## src/rtl/lut_table_writer.sv

```systemverilog
`default_nettype none
// ============================================================================
// Module   : lut_table_writer
// Brief    : Runtime-loadable LUT neuron. Takes a truth table as config beats
//            and serves registered one-cycle lookups once the table is whole.
// Revision : 1.0
// ============================================================================
module lut_table_writer #(
    parameter int IN_BITS  = 6,
    parameter int OUT_BITS = 1,
    parameter int CFG_W    = 8
) (
    input  logic                clk,
    input  logic                rst,
    input  logic                cfg_valid,
    output logic                cfg_ready,
    input  logic [CFG_W-1:0]    cfg_data,
    input  logic                cfg_last,
    output logic                cfg_err,
    output logic                table_valid,
    input  logic                in_valid,
    input  logic [IN_BITS-1:0]  in_data,
    output logic                out_valid,
    output logic [OUT_BITS-1:0] out_data,
    output logic                out_miss
);

    localparam int DEPTH  = 1 << IN_BITS;
    localparam int FLAT_W = DEPTH * OUT_BITS;
    localparam int NBEATS = FLAT_W / CFG_W;
    localparam int CNT_W  = (NBEATS > 1) ? $clog2(NBEATS) : 1;
    localparam logic [CNT_W-1:0] LAST_IDX = CNT_W'(NBEATS - 1);

    generate
        if ((FLAT_W % CFG_W) != 0) begin : g_param_check
            $error("lut_table_writer: table width must be a multiple of CFG_W");
        end
    endgenerate

    typedef enum logic [1:0] {
        ST_EMPTY = 2'd0,
        ST_LOAD  = 2'd1,
        ST_READY = 2'd2
    } state_t;

    state_t                         state_q, state_d;
    logic [CNT_W-1:0]               cnt_q, cnt_d;
    logic                           err_q, err_d;
    logic                           wr_en;
    logic [CNT_W-1:0]               wr_idx;
    logic [NBEATS-1:0][CFG_W-1:0]   table_q;
    logic [FLAT_W-1:0]              flat_w;
    logic [OUT_BITS-1:0]            rd_entry;
    logic                           out_valid_q;
    logic [OUT_BITS-1:0]            out_data_q;
    logic                           out_miss_q;

    // The writer never back-pressures.
    assign cfg_ready   = 1'b1;
    assign cfg_err     = err_q;
    assign table_valid = (state_q == ST_READY);

    always_comb begin
        state_d = state_q;
        cnt_d   = cnt_q;
        err_d   = err_q;
        wr_en   = 1'b0;
        wr_idx  = '0;
        if (cfg_valid) begin
            wr_en = 1'b1;
            if (state_q == ST_LOAD) begin
                wr_idx = cnt_q;
                if (cnt_q == LAST_IDX) begin
                    cnt_d = '0;
                    if (cfg_last) begin
                        state_d = ST_READY;
                    end else begin
                        err_d   = 1'b1;
                        state_d = ST_EMPTY;
                    end
                end else if (cfg_last) begin
                    err_d   = 1'b1;
                    cnt_d   = '0;
                    state_d = ST_EMPTY;
                end else begin
                    cnt_d = cnt_q + CNT_W'(1);
                end
            end else begin
                // First beat of a load: overwrite entry 0 and clear the error.
                err_d = 1'b0;
                cnt_d = '0;
                if (cfg_last) begin
                    if (NBEATS == 1) begin
                        state_d = ST_READY;
                    end else begin
                        err_d   = 1'b1;
                        state_d = ST_EMPTY;
                    end
                end else begin
                    cnt_d   = CNT_W'(1);
                    state_d = ST_LOAD;
                end
            end
        end
    end

    always_ff @(posedge clk) begin
        if (!rst) begin
            state_q <= ST_EMPTY;
            cnt_q   <= '0;
            err_q   <= 1'b0;
        end else begin
            state_q <= state_d;
            cnt_q   <= cnt_d;
            err_q   <= err_d;
        end
    end

    // Table storage is deliberately left out of reset.
    always_ff @(posedge clk) begin
        if (wr_en) begin
            table_q[wr_idx] <= cfg_data;
        end
    end

    assign flat_w   = table_q;
    assign rd_entry = flat_w[int'(in_data) * OUT_BITS +: OUT_BITS];

    always_ff @(posedge clk) begin
        if (!rst) begin
            out_valid_q <= 1'b0;
            out_data_q  <= '0;
            out_miss_q  <= 1'b0;
        end else begin
            out_valid_q <= in_valid;
            if (in_valid) begin
                if (table_valid) begin
                    out_data_q <= rd_entry;
                    out_miss_q <= 1'b0;
                end else begin
                    out_data_q <= '0;
                    out_miss_q <= 1'b1;
                end
            end
        end
    end

    assign out_valid = out_valid_q;
    assign out_data  = out_data_q;
    assign out_miss  = out_miss_q;

endmodule
`default_nettype wire

```

## config.mk

```make
export PLATFORM = sky130hd
export DESIGN_NAME = lut_table_writer
export DESIGN_NICKNAME = d
export VERILOG_FILES = /design/src/rtl/lut_table_writer.sv
export SDC_FILE = /design/constraint.sdc
export NUM_CORES = 1
export LEC_CHECK = 0
export CORE_UTILIZATION = 42
export DETAILED_ROUTE_END_ITERATION = 12
export GPL_ROUTABILITY_DRIVEN = 0
export PLACE_DENSITY = 0.68
export REMOVE_ABC_BUFFERS = 1
export SETUP_SLACK_MARGIN = 0.3
export SYNTH_ARGS = -nofsm -noshare
export SYNTH_HDL_FRONTEND = slang
export SYNTH_SLANG_ARGS = --single-unit
```

## constraint.sdc

```tcl
create_clock -name clk -period 5.2 [get_ports clk]
set_clock_uncertainty 0.2 [all_clocks]
set_input_delay 1.56 -clock clk [delete_from_list [all_inputs] [get_ports clk]]
set_output_delay 1.56 -clock clk [all_outputs]
set_load 0.005 [all_outputs]
```

Word level (Yosys, flattened, before mapping)
Index checks and enable logic that the tools add are counted.
{"block": "op_classes", "mux": 22, "n_shift": 1, "eq_ne": 5, "magnitude_cmp": 2, "addsub": 1, "n_reduce_logical": 3}
{"cell": "$bwmux 64", "n": 1}
{"cell": "$shiftx 64x7->1", "n": 1}
{"cell": "$demux 8 s3", "n": 1}
{"cell": "$mux 3", "n": 5}
{"cell": "$mux 1", "n": 10}
{"cell": "$mux 2", "n": 4}
{"cell": "$mux 8", "n": 1}
{"cell": "$lt 3x4->1 const B", "n": 1}
{"cell": "$add 3x1->3 const B", "n": 1}
{"cell": "$eq 3x3->1 const B", "n": 1}
{"cell": "$ge 3x1->1 const B", "n": 1}
{"cell": "$ne 3x2->1 const B", "n": 1}
{"cell": "$ne 3x3->1 const B", "n": 1}
{"cell": "$reduce_and 3->1", "n": 1}
{"cell": "$eq 2x1->1 const B", "n": 1}
{"cell": "$eq 2x2->1 const B", "n": 1}
{"cell": "$reduce_and 2->1", "n": 1}
{"cell": "$logic_and 1x1->1", "n": 1}
{"block": "totals", "inputBits": 19, "register_bits": 73, "word_cells": 48}

Longest topological paths before layout
Gate-level depths: netlist of run 1.
{"block": "logic_depth", "word_depth": 8, "ltp_mapped": 8}

Worst setup path before layout of run 1
Ideal clock, no wire load.
{"block": "synth_timing", "path_type": "input to register", "startpoint": "in cfg_valid", "endpoint": "reg table_q (netlist bit flat_w[16]), enable pin", "n_path_buf": 1, "arrival_ns": 2.663, "slack_ns": 1.954, "path_stages": 3, "setup_ns": 0.383, "cell_sequence": "buf_1 nand3_1 nor3_1"}
{"block": "synth_via", "elab_chain_cells": 1}
{"element": "start: declaration", "line_no": "15", "rtl": "input logic cfg_valid,"}
{"element": "$mux 1", "line_no": "69", "rtl": "if (cfg_valid) begin"}
{"element": "end signal: indexed assignment", "line_no": "122", "rtl": "table_q[wr_idx] <= cfg_data;"}
{"element": "end: declaration", "line_no": "51", "rtl": "logic [NBEATS-1:0][CFG_W-1:0] table_q;"}
No other way between the ends.
A chain may end at the register's enable or synchronous reset.

Worst setup path after layout of run 1
{"block": "layout_timing", "startpoint": "in in_data[1]", "endpoint": "reg out_data_q (netlist: out_data)"}
{"block": "layout_via", "elab_chain_cells": 2}
{"element": "start: declaration", "line_no": "22", "rtl": "input logic [IN_BITS-1:0] in_data,"}
{"element": "$shiftx 64x7->1", "line_no": "127", "rtl": "assign rd_entry = flat_w[int'(in_data) * OUT_BITS +: OUT_BITS];"}
{"element": "$mux 1", "line_no": "137", "rtl": "if (table_valid) begin"}
{"element": "end signal: assignment", "line_no": "138", "rtl": "out_data_q <= rd_entry;"}
{"element": "end: declaration", "line_no": "55", "rtl": "logic [OUT_BITS-1:0] out_data_q;"}
No other way between the ends.

==> out/results.txt, run 1 <==
post-synth cell types = 38
clk sink count = 73
Yosys reg bits = 73
Post-Synthesis Cells = 178
Tot GR Track Use = 16.7%
Power Internal = 0.895 mW
Slew @ Worst Pin = 0.751 ns
top cells by area, synth = edfxtp_1, mux4_1, dfxtp_1
sequential share of power = 57.5%
vias per inst = 5.36
Crit path max-delay family = multiplexers
clock network latency to the later pin of the worst-skew pair = 0.34 ns
share of layout cells above drive strength 1 = 13.1%
Synth Area in Simple Gates = 7.71%
crit-path max cell delay = 0.60 ns
Clock Tree Buf Depth = 2
largest net degree at the start of global routing = 21
Lkg Pwr = 1.18 nW
Sw Ratio = 20.4%
register area = 0.00210 mm2
Compound-Gate Fraction of Synth Area = 5.26%
first-pass GRT wire length = 8.89 mm
adder-cell share of the synthesized area = 0.816%
IO Pins = 25
Post-Synth XOR/XNOR Area = 0%
post-synthesis mux area share = 15.5%
Post-CTS Hold Fix Bufs = 0
slowest cell on the critical path = mux4_1
die area = 0.00765 mm2
Inserted Clock Buffers = 9
Detail Route Antenna Nets = 0
largest family of logic cells by synthesized area = multiplexers
Port Buf Inserts = 23
Max transition margin = 49.7%
VDD IR max = 0.000115 V
row count = 30
FILL cells = 594
final net count = 229
Clk pin slew, worst setup/hold paths = 0.07 ns
fin crit period = 3.68 ns
core area = 0.00691 mm2
routed wire length = 5.65 mm
final setup violation count = 0
initial antenna violation count = 0
Worst Path Buf+Inv = 2
post-place setup slack = 1.17 ns
Residual DRC = 0
Post-CTS Setup Bufs = 0
fin crit share = 70.7%
Logic pwr share = 6.7%
vias in the first global route = 1649
Max Slew Vio Count = 0
Critical Path End Type = flip-flop
number of diodes = 0
Critical Path RT = 5.22 ns
status = completed
maxcap violations = 0
Die H = 87.5 um
Die X-Extent = 87.5 um
Avg Cell Area, Syn = 17.2 um2
initial cell density of the core = 44.4%
Max Fclk = 272 MHz
CP Cell Sequence = clkdlybuf4s50_1 -> buf_4 -> mux4_1 -> mux2i_1 -> nand2_1 -> o2111ai_1 -> o32a_1 -> o22ai_1
Iter 0 DRT Violations = 84
worst hold-check path type = flip-flop to flip-flop
H-tree depth = 3
TritonCTS clock tree = yes
area of the multi-input gates = 903 um2
Crit Path Max Fanout = 20
routed vias = 1655
dominant cell type by area after synthesis = edfxtp_1
gr ovfl total = 0
RSZ-0062 raised after global routing = false
flop-to-flop setup slack = 3.05 ns
DR WL/cell = 18.3 um
Fin. Hold Viols = 0
sequential share of the synthesized area = 68.5%
Setup crit start kind = input pin
CTS Root Cell = clkbuf_8
Clock power frac = 35.8%
final setup TNS = 0 ns
Ys Warns = 0
setup ws final = 1.52 ns
P&R area growth vs syn = 15.8%
CP Class = input pin to flip-flop
Psw = 0.230 mW
cell area after synthesis = 0.00307 mm2
HPWL Detailed = 3.73 mm
Pre-antenna DRT Iters = 4
Arr. time, crit path = 3.70 ns
Yosys top cell area share = 62.7%
Power Density = 317 mW/mm2
Post-CTS Resized = 0
-- power by group through the flow --
stage	logic (mW)	registers, mW	clock network, mW
after detailed placement	0.0761	0.659	0
after CTS	0.0764	0.647	0.409
after global routing	0.0818	0.647	0.432
after floorplan	0.0331	0.659	0
after global placement	0.0753	0.659	0
final	0.0756	0.647	0.402
-- layer usage --
metal  vias to the layer above  GRT usage, %  routed length [um]
li1                        771             -                   -
met1                       819          21.8                2650
met2                        48          24.9                2520
met3                        17          4.08                 254
met4                         0          11.0                 223
met5                         -             0                   0
-- cell usage after synthesis, drive strengths merged --
cell	count
o211a	1
nand4	1
buf	5
a21oi	4
nor3b	1
nor2	11
o21ai	3
nand3b	2
o32a	1
and2	1
mux2i	6
conb	1
a21boi	3
edfxtp	64
nand3	4
o2111ai	1
o31ai	3
nand2	10
ha	2
o22ai	5
clkbuf	1
nor2b	4
nor3	2
mux4	12
or2b	2
dfxtp	9
or2	1
o211ai	1
mux2	9
o21a	1
nand2b	7
-- cell usage in the layout, fill, tap and decap left out, types with 3 or more instances in the layout --
master            n
mux4_1           11
nand2_1          10
o22ai_1           4
dfxtp_1           9
edfxtp_1         64
a21oi_1           4
o31ai_1           3
clkbuf_8         12
nor2b_1           4
nor2_1           11
mux2i_1           6
nand2b_1          7
nand3_1           4
a21boi_0          3
clkdlybuf4s50_1  23
o21ai_0           3
mux2_2            8
clkbuf_1          4
-- final timing paths --
path                    from    endpoint  depth (start not counted)
hold reg to reg   state_q[1]  state_q[1]                          2
setup reg to reg  state_q[0]  flat_w[60]                          3
setup / recovery  in_data[1]    out_data                          8
hold / removal    state_q[1]  state_q[1]                          2
-- kinds of logic after synthesis --
| group | after synthesis |
|---|---|
| flops | 73 |
| simple gates | 46 |
| mux | 27 |
| compound gates | 23 |
| buf+inv | 6 |
| fa+ha+maj | 2 |
| other cells | 1 |
-- final cells by class --
cell class,count,share of cell area (%)
multi-input combinational,99,25.4
timing repair buffer,25,6.91
clock buffer,16,5.07
tap,96,3.38
sequential,73,59.2
-- flip-flops by register name (all words and copies together) (netlist names) --
register,flops
flat_w,64
cnt_q,3
state_q,2
cfg_err,1
out_data,1
out_miss,1
out_valid,1
-- tightest hold or removal path, stage by stage, from the launching register on --
cell and delay [ns]:
dfxtp_1 0.33, nand2b_1 0.07, a21boi_0 0.07
-- stage by stage --
step           std cells  cell area (um2)  total power, mW  hold WS (ns)  util [%]
6_report             309             3550             1.12         0.310      51.4
5_1_grt              309             3550             1.16         0.333      51.4
4_1_cts              309             3550             1.13         0.311      51.4
3_5_place_dp         293             3370            0.735         0.294      48.8
3_3_place_gp         293             3370            0.734         0.285      48.8
2_1_floorplan        172             3010            0.692         0.263         -
Power figures use the tool's default switching activity.
==> run 2, diff against run 1 <==
- clock period: 5.2 -> 3.59 ns (I/O delays scaled with it)
==> run 2 against run 1 <==
  * Via count grew 0.36%
  * Count of clock-buffer cells in the layout is 6 lower
  * Global-route usage down 0.055 points
  * Worst hold slack worse by 0.0020 ns
  * Register-to-register slack lost 1.3 ns
  * Flip-flop and latch count stayed put
  * Critical endpoint unchanged
  * Largest power group unchanged
  * Highest routed layer unchanged
==> out/results.txt, run 2 (synthesis results as in run 1) <==
status = completed
TritonCTS clock tree = yes
initial antenna violation count = 0 (unchanged)
Residual DRC = 0 (unchanged)
met1 Use GR = 20.3% (-1.5 points)
Critical Path RT = 3.62 ns (-1.60 ns)
final setup violation count = 0 (unchanged)
final setup TNS = 0 ns (unchanged)
Clock Tree Buf Depth = 2 (unchanged)
Pre-antenna DRT Iters = 5 (+1)
Setup crit start kind = input pin
max FFs per register = 64 (unchanged)
Port Buf Inserts = 23 (unchanged)
met3 usage = 4.83% (+0.76 points)
VDD IR max = 0.000188 V (+64%)
core area = 0.00691 mm2 (unchanged)
HPWL Detailed = 3.80 mm (+1.7%)
gr busiest metal = met2
most frequent cells in the layout = edfxtp_1, clkdlybuf4s50_1, nor2_1, mux4_1
gr ovfl total = 0 (unchanged)
routed wire length = 5.68 mm (+0.48%)
Arr. time, crit path = 3.00 ns (-0.70 ns)
CTS Root Cell = clkbuf_8
Iter 0 DRT Violations = 96 (+14%)
final net count = 238 (+3.9%)
Crit Path Max Fanout = 20 (unchanged)
Die X-Extent = 87.5 um (unchanged)
Clk pin slew, worst setup/hold paths = 0.07 ns (about the same)
Max Fclk = 336 MHz
worst hold-check path type = flip-flop to flip-flop
die area = 0.00765 mm2 (unchanged)
fin crit share = 82.8%
row count = 30 (unchanged)
post-place setup slack = 0.233 ns (-0.933 ns)
initial cell density of the core = 44.4% (unchanged)
Inserted Clock Buffers = 9 (unchanged)
vias per inst = 5.22 (-2.5%)
Detail Route Antenna Nets = 0 (unchanged)
Tot GR Track Use = 16.7% (-0.055 points)
share of layout cells above drive strength 1 = 17.6% (+4.4 points)
non-filler cells, final = 318 (+2.9%)
first-pass GRT wire length = 8.78 mm (-1.2%)
Max Slew Vio Count = 0 (unchanged)
RSZ-0062 raised after global routing = false
Lkg Pwr = 1.28 nW (+8.4%)
Post-CTS Hold Fix Bufs = 0 (unchanged)
Power, Total = 1.94 mW (+72%)
Post-CTS Resized = 0 (unchanged)
most common cell after layout, fill and taps aside = edfxtp_1
Fin. Hold Viols = 0 (unchanged)
number of diodes = 0 (unchanged)
Die H = 87.5 um (unchanged)
maxcap violations = 0 (unchanged)
DR WL/cell = 17.8 um (-2.4%)
grt met2 use = 27.7% (+2.8 points)
Critical Path End Type = flip-flop
H-tree depth = 3 (unchanged)
IO Pins = 25 (unchanged)
fin crit period = 2.97 ns
placed cells = 302 (+3.1%)
Power Density = 519 mW/mm2 (+64%)
Post-CTS Setup Bufs = 0 (unchanged)
clk sink count = 73 (unchanged)
vias in the first global route = 1693 (+2.7%)
routed vias = 1661 (+0.36%)
setup ws final = 0.618 ns (-0.904 ns)
CP Class = input pin to flip-flop
clock network latency to the later pin of the worst-skew pair = 0.34 ns (about the same)
Fin Hold WS = 0.308 ns (-0.00204 ns)
P&R area growth vs syn = 21.7%
largest net degree at the start of global routing = 21 (unchanged)
[run 2: worst max-delay path, cell delays in order]
cell             delay [ns]
clkdlybuf4s50_1        0.51
buf_12                 0.19
mux4_1                 0.55
mux2i_1                0.16
nand2_1                0.09
a21boi_0               0.17
o32a_1                 0.18
o22ai_1                0.07
[run 2: path summary, 6_finish.rpt]
path | start | to | slack [ns] | cells after the start
setup / recovery | in_data[1] | out_data | 0.62 | 8
hold / removal | out_miss | out_miss | 0.31 | 1
setup reg to reg | flat_w[53] | out_data | 1.76 | 6
hold reg to reg | out_miss | out_miss | 0.31 | 1
[run 2: layout make-up]
class	instances	area (um2)
Multi-Input combinational cell	99	903
Clock inverter	6	154
Fill cell	595	3170
Clock buffer	10	128
Tap cell	96	120
Timing Repair Buffer	34	325
Sequential cell	73	2100
[run 2: power breakdown]
group | internal [mW] | switching (mW)
logic | 0.0582 | 0.0549
clock network | 0.600 | 0.289
registers | 0.932 | 0.00464
total | 1.59 | 0.348
[run 2: stage by stage]
| stage | util [%] | instance area, um2 |
|---|---|---|
| after floorplan | - | 3010 |
| after global placement | 50.0 | 3450 |
| after detailed placement | 50.0 | 3450 |
| after CTS | 54.0 | 3730 |
| after global routing | 54.0 | 3730 |
| final | 54.0 | 3730 |
[run 2: routing by layer]
layer	vias up	part of all wire [%]
met5	-	0
met4	0	1.8
met1	817	45
met3	10	5.5
li1	789	-
met2	45	48
==> run 3, diff against run 2 <==
- clock period: 3.59 -> 2.8 ns (I/O delays scaled with it)
==> run 3 against run 2 <==
  * Setup slack got worse by 0.24 ns
  * Sequential share of layout area fell by 0.41 points
  * Global-route usage rose by 1.1 points
  * Non-clock buffer count rose by 9
  * First-iteration DRC count fell by 8.3%
  * Design area rose by 0.74%
  * Worst hold slack improved by 0.0027 ns
  * Die area did not move
  * Final cell count rose by 2.5%
  * Critical path type is now flip-flop to output port
  * Critical endpoint is now table_valid
  * Largest cell class unchanged
  * Largest power group unchanged
==> out/results.txt, run 3 (synthesis results as in run 1) <==
status = completed
maxcap violations = 0 (unchanged)
Iter 0 DRT Violations = 88 (-8.3%)
number of diodes = 0 (unchanged)
final net count = 247 (+3.8%)
vias in the first global route = 1784 (+5.4%)
IO Pins = 25 (unchanged)
Max Fclk = 412 MHz
most frequent cells in the layout = edfxtp_1, clkdlybuf4s50_1, buf_4
Critical Path End Type = output port
P&R area growth vs syn = 22.6%
Power, Total = 2.14 mW (+10%)
gr ovfl total = 0 (unchanged)
Critical Path RT = 1.76 ns (-1.86 ns)
initial cell density of the core = 44.4% (unchanged)
CP Class = flip-flop to output port
most common cell after layout, fill and taps aside = edfxtp_1
die area = 0.00765 mm2 (unchanged)
fin crit period = 2.43 ns
Detail Route Antenna Nets = 0 (unchanged)
CTS Root Cell = clkbuf_8
Die X-Extent = 87.5 um (unchanged)
Pre-antenna DRT Iters = 4 (-1)
CP Cell Sequence = nor2b_4 -> clkdlybuf4s50_1
setup ws final = 0.374 ns (-0.244 ns)
Port Buf Inserts = 23 (unchanged)
H-tree depth = 3 (unchanged)
clk sink count = 73 (unchanged)
first-pass GRT wire length = 9.45 mm (+7.6%)
Final Cell Area = 0.00376 mm2 (+0.74%)
Arr. time, crit path = 1.39 ns (-1.61 ns)
fin crit share = 86.6%
Setup crit start kind = flip-flop
Crit path max-delay family = buffers and inverters
Tot GR Track Use = 17.8% (+1.1 points)
routed vias = 1733 (+4.3%)
RSZ-0062 raised after global routing = true
VDD IR max = 0.000312 V (+65%)
max FFs per register = 64 (unchanged)
largest net degree at the start of global routing = 13 (-38%)
Inserted Clock Buffers = 9 (unchanged)
share of layout cells above drive strength 1 = 23.5% (+5.9 points)
core area = 0.00691 mm2 (unchanged)
row count = 30 (unchanged)
Die H = 87.5 um (unchanged)
Crit Path Max Fanout = 4 (-80%)
final setup violation count = 0 (unchanged)
routed wire length = 6.08 mm (+7.2%)
TritonCTS clock tree = yes
Clock Tree Buf Depth = 2 (unchanged)
Clk pin slew, worst setup/hold paths = 0.07 ns (about the same)
Max Slew Vio Count = 0 (unchanged)
Power Density = 569 mW/mm2 (+9.5%)
vias per inst = 5.32 (+1.8%)
Fin Hold WS = 0.311 ns (+0.00272 ns)
HPWL Detailed = 4.00 mm (+5.4%)
Residual DRC = 0 (unchanged)
slowest cell on the critical path = clkdlybuf4s50_1
crit-path max cell delay = 0.51 ns (-0.04 ns)
DR WL/cell = 18.7 um (+4.5%)
FILL cells = 592 (-0.50%)
area post-placement = 0.00349 mm2 (+1.1%)
worst hold-check path type = flip-flop to flip-flop
clock network latency to the later pin of the worst-skew pair = 0.34 ns (about the same)
Lkg Pwr = 1.30 nW (+1.9%)
Fin. Hold Viols = 0 (unchanged)
post-place setup slack = -0.358 ns (-0.591 ns)
Worst Path Buf+Inv = 1 (-1)
initial antenna violation count = 0 (unchanged)
Core Util, Final = 54.4% (+0.40 points)
## run 3: cell count changes in the layout (fill, tap and decap cells not counted), sizes merged
cell           before  now
clkdlybuf4s50      23   20
dlymetal6s2s        0    1
clkinvlp            0    2
bufinv              5    1
buf                11   21
dlygate4sd2         0    1
clkinv              1    3
clkbuf             10    9
## run 3: worst paths after layout
kind | startpoint | endpoint | slack (ns) | cells after the start
max reg2reg | flat_w[54] | out_data | 0.90 | 6
min | out_miss | out_miss | 0.31 | 1
min reg2reg | out_miss | out_miss | 0.31 | 1
max | state_q[1] | table_valid | 0.37 | 2
## run 3: repair_timing
action | 4_1_cts | 5_1_grt
resized for setup | 7 | 7
hold buffers | 0 | 0
pin swaps | 0 | 2
endpoints found under the setup margin | 2 | 2
setup buffers | 3 | 0
gates cloned | 1 | 0
## run 3: area by class of cell
cell class                 count  area [um2]  area share [%]
timing repair buffer          43         425            11.3
multi-input combinational     99         928            24.7
clock inverter                 6        60.1            1.60
tap                           96         120            3.19
clock buffer                   9         124            3.29
sequential                    73        2100            55.9
## run 3: where the power goes
part	leakage, nW	internal, mW	switching [mW]	total [mW]
registers	0.655	1.19	0.00562	1.20
clock network	0.0909	0.401	0.370	0.772
logic	0.557	0.0879	0.0792	0.167
## run 3: routing by layer
| metal | track usage (%) | share of wire [%] |
|---|---|---|
| met5 | 0 | 0 |
| met4 | 6.11 | 0.90 |
| met3 | 4.93 | 5.6 |
| met2 | 29.7 | 49 |
| met1 | 22.4 | 44 |
## run 3: worst reg2reg max path: cells and delay by family (launching register included)
family	cells	cell delay (ns)
multiplexers	2	0.63
AO/OA/AOI/OAI	3	0.49
flip-flops	1	0.37
AND/OR/NAND/NOR	1	0.10
## run 3: per-stage QoR
| step | cells | setup TNS, ns |
|---|---|---|
| 4_1_cts | 326 | 0 |
| 5_1_grt | 326 | 0 |
| 2_1_floorplan | 172 | 0 |
| 3_5_place_dp | 307 | -0.358 |
| 6_report | 326 | 0 |
| 3_3_place_gp | 307 | -0.251 |
==> variant (config.mk and constraints of run 2) <==
Put one more register stage on the output `cfg_err`, cleared by the reset. The value now appears one clock later. The other outputs are not delayed to match.
--- a/src/rtl/lut_table_writer.sv
+++ b/src/rtl/lut_table_writer.sv
@@ -59,3 +59,9 @@
     assign cfg_ready   = 1'b1;
-    assign cfg_err     = err_q;
+    always_ff @(posedge clk) begin
+        if (!rst) begin
+            cfg_err <= '0;
+        end else begin
+            cfg_err <= err_q;
+        end
+    end
     assign table_valid = (state_q == ST_READY);
Check against the original RTL: not equivalent (Yosys sat finds a counterexample within 4 cycles, from zero or initial values and one cycle with rst low).
==> variant against run 2 <==
- non-clock buffer count up 1
- clock power down 27%
- wire length down 1.6%
- power down 12%
- sequential cell count up 1
- via count down 4.6%
- combinational power down 6%
- cell area down 4.6%
- die area down 3.5%
- setup slack worse by 150 ps
- area after synthesis down 3.6%
- critical path type unchanged
==> variant: results (changes against run 2) <==
- Status: completed
- Leakage power: 1.17 nW (-8.4%)
- Reg2Reg Launch Point: flat_w[27]
- Via-to-Cell Ratio: 5.20 (-0.51%)
- Final Non-Filler Cells: 305 (-4.1%)
- Distinct cells, synth: 30 (-21%)
- List of most frequent post-synthesis cells: edfxtp_1 (64), mux4_2 (17), nor2_1 (12)
- Worst Reg2Reg Path Length in Cells: 4 (-2)
- Synth top area cells: edfxtp_1 (65%), mux4_2 (13%), dfxtp_1 (6.8%)
- Tot GR Track Use: 0.169 (+0.00221)
- Critical path arrival: 3150 ps (+150 ps)
- Layout cells sized above 1: 0.215 (+0.0396)
- Post-synthesis register bit count: 74 (+1.4%)
- Vias in the first global route: 1670 (-1.4%)
- Pint: 0.00135 W (-15%)
- DRT met1 WL: 2350 um (-7.6%)
- Iteration-0 DRC Markers: 109 (+14%)
- FF+latch area: 0.00212 mm^2 (+0.95%)
- TritonRoute pass-1 iters: 4 (-1)
- VDD IR max: 0.229 mV (+21%)
- Register area share after synthesis: 0.718 (+0.0326)
- Largest net degree at the start of global routing: 14 (-33%)
- NonClk Buf Share: 0.0900 (+0.00282)
- R2r setup slk: 1560 ps (-200 ps)
- GRT met1 Usage: 0.201 (-0.00238)
- Worst hold margin: 295 ps (-12.9 ps)
- Clk pwr share: 0.380 (-0.079)
- HP Start: err_q
- Hold EP: cfg_err
[variant: cell types whose count changed in the layout (fill, tap and decap cells not counted), sizes merged, moves of 2 or more]
cell    before  now
o31ai        3    1
or2b         2    0
mux2         9    0
nand2b       7    5
o21ai        3    1
nand2       10    6
mux4        12   17
a22oi        0    2
bufinv       5    1
clkinv       1    3
nand4        1    3
o22ai        5    0
[variant: stage by stage]
stage / utilization / setup slack, ps / area, um^2 / total power, W
global route: 0.524 / 387 / 3560 / 0.00176
CTS: 0.524 / 451 / 3560 / 0.00172
global placement: 0.494 / 165 / 3360 / 0.00107
detailed placement: 0.494 / 126 / 3360 / 0.00107
floorplan: - / 1000 / 2920 / 0.00101
finish: 0.524 / 464 / 3560 / 0.00170
[variant: worst reg2reg max path: cells and delay by family, from the launching register on]
| family | cells | cell delay (ps) |
|---|---|---|
| AOI/OAI and AO/OA | 1 | 130 |
| muxes | 2 | 960 |
| and+or+nand+nor | 1 | 250 |
| DFF | 1 | 370 |
